===== config.mk =====
export PLATFORM = sky130hd
export DESIGN_NAME = cdc_hs_tx
export DESIGN_NICKNAME = d
export VERILOG_FILES = /design/src/rtl/cdc_hs_tx.sv
export SDC_FILE = /design/constraint.sdc
export NUM_CORES = 1
export LEC_CHECK = 0
export BUFFER_PORTS_ARGS = -buffer_cell sky130_fd_sc_hd__buf_2
export CORE_MARGIN = 3
export CORE_UTILIZATION = 35
export CTS_BUF_LIST = sky130_fd_sc_hd__clkbuf_4 sky130_fd_sc_hd__clkbuf_8
export DETAILED_ROUTE_END_ITERATION = 8
export HOLD_SLACK_MARGIN = 0.08
export PLACE_DENSITY_LB_ADDON = 0.08
export SLEW_MARGIN = 10
export SYNTH_ARGS = -nofsm -noshare
export SYNTH_HDL_FRONTEND = slang
export SYNTH_SLANG_ARGS = --single-unit

===== constraint.sdc =====
create_clock -name clk -period 1.2 [get_ports clk]
set_clock_uncertainty 0.05 [all_clocks]
set_input_delay 0.18 -clock clk [delete_from_list [all_inputs] [get_ports clk]]
set_output_delay 0.18 -clock clk [all_outputs]
set_load 0.01 [all_outputs]

===== src/rtl/cdc_hs_tx.sv =====
// cdc_hs_tx: sending end of a 2-phase (toggle) req/ack CDC handshake.
// Define CDC_HS_TX_TIMEOUT_EN to build in the o_timeout ack watchdog.
module cdc_hs_tx #(
  parameter int Width         = 8,
  parameter int NSync         = 2,
  parameter int TimeoutCycles = 1024
) (
  input  logic             clk,
  input  logic             rst_n,
  input  logic             i_valid,
  input  logic [Width-1:0] i_data,
  output logic             o_ready,
  output logic             o_req,
  output logic [Width-1:0] o_data,
`ifdef CDC_HS_TX_TIMEOUT_EN
  output logic             o_timeout,
`endif
  input  logic             i_ack
);

  localparam logic IDLE     = 1'b0;
  localparam logic WAIT_ACK = 1'b1;

  if (Width < 1 || NSync < 2 || TimeoutCycles < 2) begin : g_bad_cfg
    $error("cdc_hs_tx: illegal parameter set");
  end

  logic             state;
  logic             state_nx;
  logic [NSync-1:0] sync;
  logic             ack_s;
  logic             accept;
  logic             done;

  // i_ack is asynchronous to clk; only ack_s may be used
  always_ff @(posedge clk or negedge rst_n) begin
    if (!rst_n) begin
      sync <= '0;
    end else begin
      sync <= {sync[NSync-2:0], i_ack};
    end
  end

  assign ack_s  = sync[NSync-1];
  assign accept = i_valid & o_ready;
  assign done   = (state == WAIT_ACK) & (ack_s == o_req);

  always_comb begin
    state_nx = state;
    unique case (1'b1)
      accept:  state_nx = WAIT_ACK;
      done:    state_nx = IDLE;
      default: state_nx = state;
    endcase
  end

  always_ff @(posedge clk or negedge rst_n) begin
    if (!rst_n) begin
      state   <= IDLE;
      o_ready <= 1'b1;
    end else begin
      state   <= state_nx;
      o_ready <= (state_nx == IDLE);
    end
  end

  // Payload and request only move on accept
  always_ff @(posedge clk or negedge rst_n) begin
    if (!rst_n) begin
      o_req  <= 1'b0;
      o_data <= '0;
    end else if (accept) begin
      o_req  <= ~o_req;
      o_data <= i_data;
    end
  end

`ifdef CDC_HS_TX_TIMEOUT_EN
  localparam int TW = $clog2(TimeoutCycles + 1);
  localparam logic [TW-1:0] TMAX = TW'(TimeoutCycles);

  logic [TW-1:0] cnt;

  // Sticky flag; the handshake itself keeps waiting
  always_ff @(posedge clk or negedge rst_n) begin
    if (!rst_n) begin
      cnt       <= '0;
      o_timeout <= 1'b0;
    end else if (accept) begin
      cnt <= '0;
    end else if (state == WAIT_ACK && cnt != TMAX) begin
      cnt <= cnt + 1'b1;
      if (cnt == TMAX - 1'b1) begin
        o_timeout <= 1'b1;
      end
    end
  end
`endif

endmodule

# == Yosys cells after proc, flatten, opt, wreduce, memory -nomap -nowiden ==
# Cells that the tools add are included.
# totals
output_inout_bits,10
regBits,13
rom_bits,0
latchBits,0
mem_count,0
mem_bits_rw,0
# classes
add_sub_neg,0
n_shift,0
eq_ne,1
n_lt_le_gt_ge,0
reduce_logical,0
muxes,1
n_div,0
mul,0
bitwise_logic,4
# ops
operator,count
bitwise AND 1 bit,2
NOT 1 bit,2
case mux 1 bit (2 select lines),1
== test 1 bit,1

# == Logic depth before layout (Yosys ltp) ==
# Gate-level depths: netlist (run 1).
# depth
depth_word,4
depth_mapped,3
depth_no_buf,2

# == Worst setup path before layout (run 1) ==
# Ideal clock, no wire load.
# synth_path
path_kind,register to register
from,register o_ready
to,register o_data[0]
path_stages_with_launch,4
setup_ps,125
n_path_buf,1
t_arrival_ps,1029
setup_slack_ps,-4
t_required_ps,1025
cell_sequence,dfstp_2 > nand2_2 > buf_6 > mux2_4
# synth_between
elab_chain_cells,1
# synth_rtl
item,line,text
"start, declared",12,"output logic o_ready,"
"start signal, assigned",63,o_ready <= (state_nx == IDLE);
bitwise AND 1 bit,45,assign accept = i_valid & o_ready;
"end signal, assigned",74,o_data <= i_data;
"end, declared",14,"output logic [Width-1:0] o_data,"
# No other way between the ends.
# A chain may end at the register's enable or synchronous reset.

# == Worst setup path in the final report (run 1) ==
# layout_path
from,register o_ready
to,register o_data[4]
# Same word-level chain as after synthesis.

==> results.json, run 1 <==
{
  "routed_wl_um": 885,
  "grt_overflow": 0,
  "critical_path_class": "flop to flop",
  "netlist.area_leader.share_pct": 60.8,
  "antenna_found_initial": 0,
  "grt_pass1_vias": 318,
  "cts_tree": "done",
  "yosysWarnings": 0,
  "detail-route-antenna-nets": 0,
  "gp_congestion": 0.652,
  "cp-end-kind": "flop",
  "yosysUniqueCellTypes": 10,
  "die-width_um": 43.6,
  "wl_per_cell_um": 12.3,
  "ys_ff_latch": 13,
  "slew_headroom_pct": 81.2,
  "max_stage_delay_ns": 0.56,
  "synth_xor_xnor_area_share_pct": 3.54,
  "place_area_sq_um": 606,
  "port_buffers": 21,
  "drt_iter0_drc": 1,
  "maxCapViolCount": 0,
  "setup_viol": 0,
  "htreeDepth": 1,
  "n_antenna_cell": 0,
  "start_util_pct": 40.6,
  "timing.hold.ws_ns": 0.0923,
  "worstMarginPinSlew_ns": 0.282,
  "io_pins": 22,
  "combPwrFrac_pct": 40.0,
  "start_kind": "flop",
  "vias": 324,
  "rows": 12,
  "synth_fp_nets": 40,
  "worstSkewPairLatency_ns": 0.27,
  "synth.avg_cell_area_sq_um": 17.7,
  "die_area_sq_um": 1900,
  "grt_usage_pct": 10.7,
  "internal_power_mw": 1.17,
  "synth_mux_area_share_pct": 23.5,
  "synth_simple_gate_area_share_pct": 1.27,
  "drive_gt1_share_pct": 60.3,
  "syn_inst": 28,
  "synth_top_family_by_area": "multiplexers",
  "synth_top_cell_by_area": "dfrtp_1",
  "cp_slowest_cell": "dfstp_2",
  "yosysSeqAreaShare_pct": 66.1,
  "cts-buffers-inserted": 3,
  "postLayoutCellArea_sq_um": 704,
  "fin_cells": 72,
  "p_clk_share_pct": 15.4,
  "core_region_area_sq_um": 1220,
  "critPathRequiredTime_ns": 1.31,
  "grt_pass1_wl_mm": 1.45,
  "crit_fanout": 11,
  "clockRootBuffer": "clkbuf_4",
  "drc_errors": 0,
  "cp_cell_sequence": "nand2_4 > mux2_4",
  "synth_fa_ha_area_share_pct": 0,
  "finalCritPeriodShare_pct": 98.8,
  "avgViaCountPerCell": 4.50,
  "p_per_area_nw_per_um2": 2410,
  "switching_share_pct": 31.0,
  "dp_cells": 62,
  "cp_data_arrival_time_ns": 1.29,
  "die_height_um": 43.6,
  "clk_pin_slew_worst_paths_ns": 0.08,
  "drv_slew": 0,
  "hold_viol": 0,
  "seqPwrFrac_pct": 44.5,
  "rsz0062_at_grt": "true",
  "fin_nets": 71,
  "p_sw_uw": 528,
  "status": "finished clean",
  "netlist_area_sq_um": 494,
  "peakVddDrop_uv": 1150,
  "synthToLayoutAreaGrowth_pct": 42.5,
  "cts.path.max_buffers": 2,
  "netlist_top_cells_area": "dfrtp_1 61%, mux2_4 21%, dfstp_2 5.3%",
  "drtPass1Iterations": 2,
  "synth_compound_area_share_pct": 2.53,
  "min_period_ns": 1.19,
  "leakage_nw": 0.364,
  "min_path_type": "input pin to flop",
  "fmax_ghz": 0.843,
  "clock_sinks": 13,
  "grt_max_degree": 14
}
[final timing paths]
check / startpoint / end / slack (ns) / cells past startpoint
max reg2reg: o_ready$_DFF_PN1_ / o_data[4]$_DFFE_PN0N_ / 0.01 / 2
max in group asynchronous: rst_n / o_ready$_DFF_PN1_ / 0.56 / 2
min in group asynchronous: rst_n / o_data[2]$_DFFE_PN0N_ / 0.26 / 2
max: o_ready$_DFF_PN1_ / o_data[4]$_DFFE_PN0N_ / 0.01 / 2
min: i_data[3] / o_data[3]$_DFFE_PN0N_ / 0.09 / 2
min reg2reg: sync[0]$_DFF_PN0_ / sync[1]$_DFF_PN0_ / 0.31 / 0
[power groups by stage]
| stage | clock (mW) | sequential [mW] | combinational, mW |
|---|---|---|---|
| 3_5_place_dp | 0 | 0.754 | 0.655 |
| 6_report | 0.263 | 0.757 | 0.680 |
| 2_1_floorplan | 0 | 0.839 | 0.346 |
| 3_3_place_gp | 0 | 0.742 | 0.643 |
| 4_1_cts | 0.275 | 0.760 | 0.691 |
| 5_1_grt | 0.302 | 0.777 | 0.738 |
[Yosys cell counts]
cell and instances:
dfrtp_1 12, buf_6 1, nand2_2 1, mux2_4 7, mux2_2 1, o21ai_0 1
inv_1 1, xnor2_1 2, o21a_1 1, dfstp_2 1
[cell type report]
type                    instances  area, sq um
clock buffers                   3         22.5
clock inverters                 1         5.00
fillers                       105          512
inverters                       1         3.75
multi-input cells              13          158
flip-flops and latches         13          327
well taps                      14         17.5
repair buffers                 27          171
[per-layer routing]
| metal | vias to the layer above | routed length [um] | track usage [%] |
|---|---|---|---|
| met5 | - | 0 | 0 |
| met4 | 0 | 0 | 7.23 |
| met3 | 0 | 83 | 2.90 |
| met2 | 16 | 448 | 14.8 |
| met1 | 156 | 353 | 14.4 |
| li1 | 152 | - | - |
[placed cells by master (no fill, tap or decap), drive strengths merged]
| cell | instances |
|---|---|
| buf | 21 |
| dfrtp | 12 |
| mux2 | 8 |
| dlygate4sd3 | 6 |
| clkbuf | 3 |
| xnor2 | 2 |
| inv | 1 |
| nand2 | 1 |
| o21a | 1 |
| o21ai | 1 |
| clkinv | 1 |
| dfstp | 1 |
[sequential cells by signal, summed over array words and instances, names as in the netlist, named ones only]
register / flops
o_req: 1
sync: 2
o_ready: 1
o_data: 8
[worst max-delay path, delay by kind of cell (launching register included)]
family / cells / cell delay [ns]
multiplexers: 1 / 0.32
AND/OR/NAND/NOR: 1 / 0.13
flip-flops: 1 / 0.56
[logic make-up (layout without fill, tap and decap cells)]
logic type	Yosys count	in the layout
multiplexers	8	8
XOR/XNOR	2	2
buffers and inverters	2	32
AO/OA/AOI/OAI	2	2
AND/OR/NAND/NOR	1	1
flip-flops	13	13
[timing repair]
item                       4_1_cts  5_1_grt
setup endpoints to repair        8        7
hold buffers                     5        1
setup buffers                    0        0
hold endpoints to repair        17        1
resized for setup                2        0
[per-stage QoR]
stage	TNS (ns)	power (mW)	worst slack, ns	util, %
global placement	-0.156	1.39	-0.0229	49.8
CTS	0	1.73	0.00344	57.1
floorplan	-0.0302	1.18	-0.00431	-
detailed placement	-0.365	1.41	-0.0520	49.8
global route	-0.0800	1.82	-0.0201	57.9
finish	0	1.70	0.0144	57.9
Power figures use the tool's default switching activity.
==> run 2: changes to the inputs <==
--- a/config.mk
+++ b/config.mk
@@ -5,6 +5,7 @@
 export SDC_FILE = /design/constraint.sdc
 export NUM_CORES = 1
 export LEC_CHECK = 0
+export ABC_AREA = 1
 export BUFFER_PORTS_ARGS = -buffer_cell sky130_fd_sc_hd__buf_2
 export CORE_MARGIN = 3
 export CORE_UTILIZATION = 35
==> run 2 against run 1 <==
Effect of this change:
- register-to-register slack improved by 0.07 ns
- power shrank 1.7%
- cell area grew 3.4%
- via count increased by 26%
- count of clock-buffer cells in the layout unchanged
- hold slack hardly changed
- sequential share of layout area down 1.5 points
- fmax increased by 3.3%
- utilization fell by 3.3 points
- critical path type is now flop to output port
- critical endpoint is now o_ready
- global-route usage fell by 0.28 points
==> results.json, run 2 <==
{
  "status": "finished clean",
  "cts-buffers-inserted": 3,
  "met1_usage_pct": 11.0,
  "synthFlopType": "dfrtp_1",
  "worstMarginPinSlew_ns": 0.273,
  "antenna_found_initial": 0,
  "clock_sinks": 13,
  "synth.avg_cell_area_sq_um": 10.7,
  "worstSkewPairLatency_ns": 0.27,
  "die_area_sq_um": 1970,
  "drive_gt1_share_pct": 38.0,
  "yosysWarnings": 0,
  "synth_top_cell_by_area": "dfrtp_1",
  "synth_fp_nets": 60,
  "synth_edf_count": 0,
  "drt_iter0_drc": 6,
  "grt_pass1_wl_mm": 1.41,
  "cp-endpoint": "o_ready",
  "netlist.area_leader.share_pct": 58.3,
  "dp_hpwl_um": 720,
  "drc_errors": 0,
  "drv_slew": 0,
  "netlist_top_cells_area": "dfrtp_1 58%, nand2_1 13%, nand3_1 8.7%",
  "cp_data_arrival_time_ns": 0.92,
  "cp_num_cells": 1,
  "maxCapViolCount": 0,
  "ys_ff_latch": 13,
  "grt_usage_pct": 10.4,
  "cts_tree": "done",
  "peakVddDrop_uv": 846,
  "gp_congestion": 0.684,
  "leakage_nw": 0.400,
  "syn_inst": 48,
  "synth_commonest_cells": "18 x nand2_1, 12 x dfrtp_1, 9 x nand3_1",
  "grt_pass1_vias": 369,
  "drtPass1Iterations": 2,
  "final_cell_mix": "20 x buf_2, 18 x nand2_1, 12 x dfrtp_1",
  "rows": 13,
  "cp-end-kind": "output port",
  "cp_cell_sequence": "buf_6",
  "slew_headroom_pct": 81.8,
  "startpoint": "o_ready$_DFF_PN1_",
  "regMostFlops": "o_data",
  "hold_viol": 0,
  "max_stage_delay_ns": 0.55,
  "wl_per_cell_um": 9.81,
  "avgViaCountPerCell": 4.35,
  "p_per_area_nw_per_um2": 2300,
  "r2r_slack_ns": 0.08,
  "cts.path.max_buffers": 2,
  "setup_viol": 0,
  "rr_startpoint": "o_ready$_DFF_PN1_",
  "netlist_area_sq_um": 515,
  "cp_slowest_cell": "dfstp_2",
  "start_util_pct": 38.6,
  "finalCritPeriodShare_pct": 95.6,
  "die-width_um": 44.4,
  "fmax_ghz": 0.871,
  "io_pins": 22,
  "yosysUniqueCellTypes": 9,
  "crit_fanout": 2,
  "min_period_ns": 1.15,
  "detail-route-antenna-nets": 0,
  "synthToLayoutAreaGrowth_pct": 41.3,
  "crit_family": "flip-flops",
  "r2r_cells": 3,
  "yosysMostFrequentCell": "nand2_1",
  "grt-busiest-layer": "met2",
  "reg2reg_to": "o_req$_DFFE_PN0N_",
  "synthArstFlopShare_pct": 100,
  "port_buffers": 21,
  "die_height_um": 44.4,
  "htreeDepth": 1,
  "critical_path_class": "flop to output port",
  "fin_cells": 94,
  "grtUsageMet2_pct": 16.9,
  "routed_wl_um": 922,
  "start_kind": "flop",
  "largest_reg_flops": 8,
  "clockRootBuffer": "clkbuf_4",
  "clk_pin_slew_worst_paths_ns": 0.08,
  "core_region_area_sq_um": 1330,
  "dp_cells": 82,
  "grt_overflow": 0,
  "use_met3_pct": 4.07,
  "fin_nets": 92,
  "setup_tns_ns": 0,
  "layout_commonest_cell": "buf_2",
  "grt_max_degree": 14,
  "top_regs": "o_data (8), sync (2)",
  "n_antenna_cell": 0,
  "vias": 409,
  "yosysSeqAreaShare_pct": 63.3,
  "critPathRequiredTime_ns": 0.97,
  "timing.critical_path.buf_inv": 1,
  "min_path_type": "input pin to flop",
  "rsz0062_at_grt": "false"
}
## run 2: cell count changes after synthesis, sizes merged
cell | previous run | this run
o21a | 1 | 0
mux2 | 8 | 0
nand3 | 0 | 9
buf | 1 | 2
xnor2 | 2 | 0
inv | 1 | 3
o21ai | 1 | 0
xor2 | 0 | 1
nand2 | 1 | 20
## run 2: worst min-delay path by stage
stage | from | end | cells past startpoint
2_1_floorplan | rst_n | asynchronous set/reset pin | 0
3_3_place_gp | rst_n | o_req$_DFFE_PN0N_ | 1
3_5_place_dp | rst_n | asynchronous set/reset pin | 1
4_1_cts | i_data[0] | o_data[0]$_DFFE_PN0N_ | 3
5_1_grt | i_data[0] | o_data[0]$_DFFE_PN0N_ | 3
6_report | i_data[2] | o_data[2]$_DFFE_PN0N_ | 3
## run 2: final cells by class
type                    instances  area, sq um
clock buffers                   3         22.5
flip-flops and latches         13          327
multi-input cells              30          155
repair buffers                 29          189
well taps                      15         18.8
fillers                       123          606
inverters                       3         11.3
clock inverters                 1         5.00
## run 2: tightest hold or removal path: stages
cell and delay (ns):
buf_2 0.08, nand3_1 0.06, nand2_1 0.06
## run 2: per-layer routing
metal  vias up  share of wire, %
li1        212                 -
met1       183                40
met5         -                 0
met3         0               6.8
met2        14                53
met4         0                 0
## run 2: repair_timing
action / 4_1_cts / 5_1_grt
hold endpoints to repair: 18 / 1
setup buffers: 1 / 0
resized for setup: 0 / 1
hold buffers: 6 / 1
setup endpoints to repair: 1 / 1
## run 2: cell families after synthesis
group	share of synthesized area [%]
and+or+nand+nor	26.9
buffers and inverters	6.55
xor gates and xnor gates	3.16
DFF	63.4
## run 2: metrics by stage
| stage | worst slack, ns | area [sq um] | util, % | power [mW] | hold slack, ns |
|---|---|---|---|---|---|
| 3_3_place_gp | 0.130 | 617 | 46.2 | 1.36 | 0.0295 |
| 5_1_grt | 0.00916 | 728 | 54.6 | 1.79 | 0.0857 |
| 3_5_place_dp | 0.118 | 617 | 46.2 | 1.37 | 0.0251 |
| 2_1_floorplan | 0.143 | 515 | - | 1.15 | -0.166 |
| 6_report | 0.0525 | 728 | 54.6 | 1.67 | 0.0924 |
| 4_1_cts | 0.0224 | 712 | 53.4 | 1.68 | 0.0818 |
## run 2: report_power, final
part | leakage, nW | internal [mW] | switching [mW]
logic | 0.226 | 0.295 | 0.373
registers | 0.156 | 0.642 | 0.0964
clock network | 0.0177 | 0.123 | 0.141
